## src/rtl/sub_pipe.sv

```systemverilog
// sub_pipe: two-stage valid/ready unsigned subtractor with a borrow flag
// and a saturating, clearable count of borrowing results delivered.
module sub_pipe #(
    parameter int N    = 2,
    parameter int CNTW = 8
) (
    input  logic            CLK,
    input  logic            RESETN,
    input  logic            IN_VALID,
    output logic            IN_READY,
    input  logic [N-1:0]    I0,
    input  logic [N-1:0]    I1,
    output logic            OUT_VALID,
    input  logic            OUT_READY,
    output logic [N-1:0]    O,
    output logic            BORROW,
    output logic [CNTW-1:0] BCOUNT,
    input  logic            CLR
);
    logic [N-1:0]    a_q, b_q, o_q, o_d, nb;
    logic [N:0]      sum;
    logic            v1_q, v2_q, bw_q, bw_d, adv1, adv2;
    logic [CNTW-1:0] cnt_q, cnt_d;

    always_comb begin
        adv2  = !v2_q || OUT_READY;
        adv1  = !v1_q || adv2;
        nb    = ~b_q;
        sum   = (N+1)'(a_q) + (N+1)'(nb) + (N+1)'(1);
        o_d   = sum[N-1:0];
        bw_d  = ~sum[N];
        cnt_d = CLR ? '0
              : (v2_q && OUT_READY && bw_q && cnt_q != '1) ? cnt_q + {{(CNTW-1){1'b0}}, 1'b1}
              : cnt_q;
    end

    always_ff @(posedge CLK or negedge RESETN) begin
        if (!RESETN) begin
            a_q   <= '0;
            b_q   <= '0;
            v1_q  <= 1'b0;
            o_q   <= '0;
            bw_q  <= 1'b0;
            v2_q  <= 1'b0;
            cnt_q <= '0;
        end else begin
            if (adv1) begin
                v1_q <= IN_VALID;
                if (IN_VALID) begin
                    a_q <= I0;
                    b_q <= I1;
                end
            end
            // Result registers only move on real data so a bubble never disturbs them.
            if (adv2) begin
                v2_q <= v1_q;
                if (v1_q) begin
                    o_q  <= o_d;
                    bw_q <= bw_d;
                end
            end
            cnt_q <= cnt_d;
        end
    end

    assign IN_READY  = adv1;
    assign OUT_VALID = v2_q;
    assign O         = o_q;
    assign BORROW    = bw_q;
    assign BCOUNT    = cnt_q;
endmodule
```

## config.mk

```make
export PLATFORM = sky130hd
export DESIGN_NAME = sub_pipe
export DESIGN_NICKNAME = d
export VERILOG_FILES = /design/src/rtl/sub_pipe.sv
export SDC_FILE = /design/constraint.sdc
export NUM_CORES = 1
export LEC_CHECK = 0
export CORE_UTILIZATION = 45
export CTS_BUF_LIST = sky130_fd_sc_hd__clkbuf_4
export DETAILED_ROUTE_END_ITERATION = 10
export GPL_ROUTABILITY_DRIVEN = 1
export HOLD_SLACK_MARGIN = 0.15
export PLACE_DENSITY = 0.74
export RECOVER_POWER = 50
export SYNTH_ARGS = -nofsm -noshare
export SYNTH_HDL_FRONTEND = slang
export SYNTH_SLANG_ARGS = --single-unit
```

## constraint.sdc

```tcl
create_clock -name CLK -period 2.77 [get_ports CLK]
set_input_delay 0.554 -clock CLK [delete_from_list [all_inputs] [get_ports CLK]]
set_output_delay 0.554 -clock CLK [all_outputs]
set_load 0.02 [all_outputs]
```

==> impl_metrics.env, run 1 <==
export IMPL_run_status="completed"
export IMPL_fp_dieW_um=46.21
export IMPL_finalClockSkew_ns=0.007368
export IMPL_area_growth_pct=28.88
export IMPL_wire_per_inst_um=13.71
export IMPL_clk_pin_slew_worst_paths_ns=0.10
export IMPL_coreArea_um2=1783
export IMPL_ctsResizeCount=0
export IMPL_grt_pass1_vias=608
export IMPL_initial_core_util_pct=49.33
export IMPL_register_area_um2=425.4
export IMPL_cp_arrival_ns=1.91
export IMPL_synth_area_leaders="dfrtp_1 (48%), mux2_2 (7.7%), nand2b_1 (3.6%)"
export IMPL_max_vdd_ir_drop_mv=0.4034
export IMPL_synthCells=78
export IMPL_hold_viol=0
export IMPL_place_gp_congestion=0.7178
export IMPL_hpwl_mm=1.277
export IMPL_critPathMaxFanout=4
export IMPL_drtIter0Drc=13
export IMPL_vias=668
export IMPL_synth_fp_nets=90
export IMPL_multi_input_area_um2=421.7
export IMPL_slew_headroom_pct=49.65
export IMPL_drive_above_1_share_pct=14.85
export IMPL_cts_htree_levels=1
export IMPL_pre_cts_slack_ns=0.3564
export IMPL_numCtsBuffers=3
export IMPL_required_ns=2.22
export IMPL_drt_pass1_iterations=4
export IMPL_leakage_uw=0.0004828
export IMPL_antenna_found_initial=0
export IMPL_slew_viol_final=0
export IMPL_final_nets=114
export IMPL_layout_common_cells="clkdlybuf4s50_1 (19), dfrtp_1 (17), mux2_2 (6)"
export IMPL_worstHoldStart="a_q[1]"
export IMPL_clockBufferDepth=2
export IMPL_synth_top_area_share_pct=48.36
export IMPL_grt_pass1_wl_mm=2.808
export IMPL_clock_latency_ns=0.30
export IMPL_worst_setup_path_start_kind="input pin"
export IMPL_cp_end_kind="output pin"
export IMPL_postSynthAreaPerCell_um2=11.28
export IMPL_grt_setup_unrepaired="false"
export IMPL_clock_sinks=17
export IMPL_drv_cap=0
export IMPL_yosys_warnings=0
export IMPL_drt_wl_total_mm=1.727
export IMPL_fin_crit_ns=2.466
export IMPL_fmax_mhz=405.5
export IMPL_ant_nets=0
export IMPL_setup_tns_ns=0
export IMPL_ys_types=31
export IMPL_crit_path_start="OUT_READY"
export IMPL_drc=0
export IMPL_cts_tree="yes"
export IMPL_crit_type="in2out"
export IMPL_die_area_um2=2135
export IMPL_rows=15
export IMPL_postCtsSetupRepairBufs=0
export IMPL_io_pins=22
export IMPL_worst_r2r_startpoint="BCOUNT[0]"
export IMPL_final_common_cell="clkdlybuf4s50_1"
export IMPL_vias_per_cell=5.302
export IMPL_synth_seq_cells=17
export IMPL_tightest_slew_ns=0.7527
export IMPL_port_buffers=21
export IMPL_grt_use_total_pct=19.20
export IMPL_gr_total_overflow=0
export IMPL_hold_class="reg2reg"
export IMPL_setup_violations=0
export IMPL_fill_cells=159
export IMPL_n_antenna_cell=0
export IMPL_yosysTopAreaCell="dfrtp_1"
export IMPL_grt_max_degree=18
export IMPL_power_density_nw_per_um2=541.5
export IMPL_cts_root_buf="clkbuf_4"
export IMPL_fin_area_um2=1134
export IMPL_die_y_um=46.21
export IMPL_period_share_pct=89.03
export IMPL_hold_buffers=0
export IMPL_fin_ws_ns=0.3039
export IMPL_placedInstanceArea_um2=1109
export IMPL_netlist_area_um2=879.6
export IMPL_ys_seq_area_share_pct=48.36
final timing paths:
| kind | to | slack, ns | cells past startpoint |
|---|---|---|---|
| setup / recovery | IN_READY | 0.30 | 3 |
| hold / removal | a_q[1] | 0.52 | 1 |
| setup reg to reg | BCOUNT[0] | 1.21 | 4 |
| hold reg to reg | a_q[1] | 0.52 | 1 |
| max in group asynchronous | BCOUNT[4] | 1.53 | 1 |
| min in group asynchronous | O[0] | 0.76 | 1 |
per-stage QoR:
| stage | utilization [%] | hold slack, ns | cells | power [uW] |
|---|---|---|---|---|
| 2_1_floorplan | - | 0.2584 | 78 | 399.3 |
| 3_3_place_gp | 62.18 | 0.4849 | 122 | 475.6 |
| 3_5_place_dp | 62.18 | 0.4977 | 122 | 479.6 |
| 4_1_cts | 63.86 | 0.5211 | 126 | 623.2 |
| 5_1_grt | 63.58 | 0.5357 | 126 | 652.4 |
| 6_report | 63.58 | 0.5182 | 126 | 613.9 |
sequential cells by signal (all words and copies together), names as in the netlist:
register and flops:
BCOUNT 8, BORROW 1, O 2, OUT_VALID 1
a_q 2, b_q 2, v1_q 1
cell type report:
cell class                 instances  area share (%)
clock buffer                       4           2.649
multi-input combinational         55           37.20
sequential                        17           37.53
timing repair buffer              21           18.54
tap                               25           2.759
inverter                           4           1.325
critical path: stages:
cell and delay, ns:
dlygate4sd3_1 0.57, nand3b_1 0.16, clkdlybuf4s50_1 0.62
synth_stat cells, drive strengths merged:
library cell,count
nand2,4
and3,3
buf,2
nor4b,1
nor3,4
and2,1
a21oi,5
mux2i,3
and2b,1
and4,1
nand2b,5
nand3b,1
fa,1
dfrtp,17
a41oi,1
nand3,3
nor2,2
ha,2
inv,4
nor2b,2
mux2,7
nand4,1
a31oi,1
a311oi,1
a21boi,1
a211oi,4
report_power, final:
group	leakage, uW	switching, uW	internal, uW
Combinational	0.000250	81.8	86.2
Clock	0.0000184	77.2	65.9
Sequential	0.000215	22.7	280
routing by layer:
metal	track usage (%)	up-vias	part of all wire [%]
li1	-	328	-
met1	27.72	323	51
met2	27.61	14	44
met3	7.059	3	4.6
met4	3.529	0	0.52
met5	0	-	0
kinds of logic (layout without fill, tap and decap cells):
logic type      Yosys count  after routing  share of synthesized area, %
flops                    17             17                         48.36
mux                      10             10                         12.80
compound gates           13             13                         10.24
simple gates             29             29                         20.34
fa+ha+maj                 3              3                         5.121
buf+inv                   6             29                         3.129
Note: power is estimated with default switching activity, not from simulation.
==> inputs of run 2 (changes only) <==
- SKIP_CTS_REPAIR_TIMING: not set -> 1
==> results of run 2 <==
Final layout, timing and power as in run 1 (identical DEF).
==> inputs of run 3 (changes only) <==
- PLACE_DENSITY: 0.74 -> 0.82
==> run 3 against run 2 <==
Against the previous run: critical path depth did not move; die area did not move; fmax fell by 0.97%; flip-flop and latch count did not move; core utilization did not move; clock skew fell by 0.0049 ns; worst setup slack got worse by 0.024 ns; power fell by 0.12%; non-clock buffer count did not move; count of clock-buffer cells in the layout did not move; sequential share of layout area did not move; via count rose by 2.8%; critical endpoint unchanged.
==> impl_metrics.env, run 3 (synthesized netlist as in run 1, its figures left out) <==
export IMPL_fin_hold_ws_ns=0.5039
export IMPL_final_nets=114
export IMPL_hpwl_mm=1.228
export IMPL_highest_layer="met4"
export IMPL_power_density_nw_per_um2=540.9
export IMPL_stdcell_count=126
export IMPL_area_growth_pct=28.88
export IMPL_cts_tree="yes"
export IMPL_clk_pin_slew_worst_paths_ns=0.10
export IMPL_worst_setup_path_start_kind="input pin"
export IMPL_fmax_mhz=401.6
export IMPL_power_frac_comb_pct=27.3
export IMPL_grt_pass1_wl_mm=2.932
export IMPL_n_antenna_cell=0
export IMPL_cp_end_kind="output pin"
export IMPL_slew_headroom_pct=49.02
export IMPL_met1_length_um=827
export IMPL_post_place_cells=122
export IMPL_drc=0
export IMPL_required_ns=2.22
export IMPL_antenna_found_initial=0
export IMPL_grt_use_total_pct=19.26
export IMPL_max_vdd_ir_drop_mv=0.2989
export IMPL_p_int_uw=431.7
export IMPL_clock_latency_ns=0.28
export IMPL_p_total_uw=613.2
export IMPL_clkPwrFrac_pct=23.0
export IMPL_wire_per_inst_um=13.40
export IMPL_grt_setup_unrepaired="false"
export IMPL_die_y_um=46.21
export IMPL_netSwitchingFraction_pct=29.59
export IMPL_leakage_uw=0.0004828
export IMPL_clock_sinks=17
export IMPL_place_gp_congestion=0.7656
export IMPL_clockBufferDepth=2
export IMPL_setup_tns_ns=0
export IMPL_crit_type="in2out"
export IMPL_critPathMaxFanout=4
export IMPL_cp_arrival_ns=1.94
export IMPL_pre_cts_slack_ns=0.3437
export IMPL_fin_crit_ns=2.490
export IMPL_fin_ws_ns=0.2798
export IMPL_hold_viol=0
export IMPL_dr_wl_met3_um=81
export IMPL_grt_pass1_vias=664
export IMPL_grt_max_degree=18
export IMPL_pwr_share_seq_pct=49.6
export IMPL_coreArea_um2=1783
export IMPL_fill_cells=145
export IMPL_finalClockSkew_ns=0.002441
export IMPL_largest_reg_flops=8
export IMPL_rows=15
export IMPL_cts_htree_levels=1
export IMPL_drtIter0Drc=11
export IMPL_p_sw_uw=181.4
export IMPL_tightest_slew_ns=0.7622
export IMPL_slew_viol_final=0
export IMPL_vias_per_cell=5.452
export IMPL_run_status="completed"
export IMPL_vias=687
export IMPL_drv_cap=0
export IMPL_port_buffers=21
export IMPL_io_pins=22
export IMPL_gr_total_overflow=0
export IMPL_numCtsBuffers=3
export IMPL_setup_violations=0
export IMPL_initial_core_util_pct=49.33
export IMPL_ant_nets=0
export IMPL_dr_wl_met2_um=767
export IMPL_cts_root_buf="clkbuf_4"
export IMPL_drive_above_1_share_pct=14.85
export IMPL_hold_class="reg2reg"
export IMPL_fp_dieW_um=46.21
export IMPL_period_share_pct=89.90
export IMPL_drt_pass1_iterations=4
export IMPL_die_area_um2=2135
export IMPL_final_common_cell="clkdlybuf4s50_1"
export IMPL_drt_wl_total_mm=1.689
export IMPL_layout_common_cells="clkdlybuf4s50_1 (19), dfrtp_1 (17), mux2_2 (6)"
[run 3: cell counts in the layout (fill, tap and decap cells not counted)]
No cell type changed its count.
[run 3: final timing paths]
path	to	startpoint	depth (start not counted)	slack (ns)
max	IN_READY	OUT_READY	3	0.28
max in group asynchronous	v1_q	RESETN	1	1.52
max reg2reg	BCOUNT[0]	BCOUNT[0]	4	1.23
min in group asynchronous	a_q[0]	RESETN	1	0.78
min reg2reg	OUT_VALID	v1_q	1	0.50
min	OUT_VALID	v1_q	1	0.50
[run 3: power by group through the flow]
stage | clock network [uW] | logic (uW) | registers, uW
after floorplan | 0 | 66.0 | 333
after global placement | 0 | 170 | 306
after detailed placement | 0 | 171 | 310
after CTS | 143 | 171 | 305
after global routing | 158 | 183 | 309
final | 141 | 168 | 304
[run 3: stage by stage]
step | cell area, um2 | utilization (%)
final | 1134 | 63.58
after global routing | 1134 | 63.58
after CTS | 1139 | 63.86
after detailed placement | 1109 | 62.18
after global placement | 1109 | 62.18
after floorplan | 879.6 | -
[run 3: area by class of cell]
| class | instances | area (um2) | share of cell area [%] |
|---|---|---|---|
| multi-input combinational | 55 | 421.7 | 37.20 |
| clock buffer | 4 | 30.03 | 2.649 |
| tap | 25 | 31.28 | 2.759 |
| timing repair buffer | 21 | 210.2 | 18.54 |
| inverter | 4 | 15.01 | 1.325 |
| sequential | 17 | 425.4 | 37.53 |
[run 3: worst max-delay path: stages]
cell and delay (ns):
dlygate4sd3_1 0.58, nand3b_1 0.18, clkdlybuf4s50_1 0.63
[run 3: per-layer routing]
metal | track usage [%] | up-vias
li1 | - | 328
met1 | 26.67 | 337
met3 | 3.529 | 2
met5 | 0 | -
met2 | 29.01 | 20
met4 | 8.824 | 0
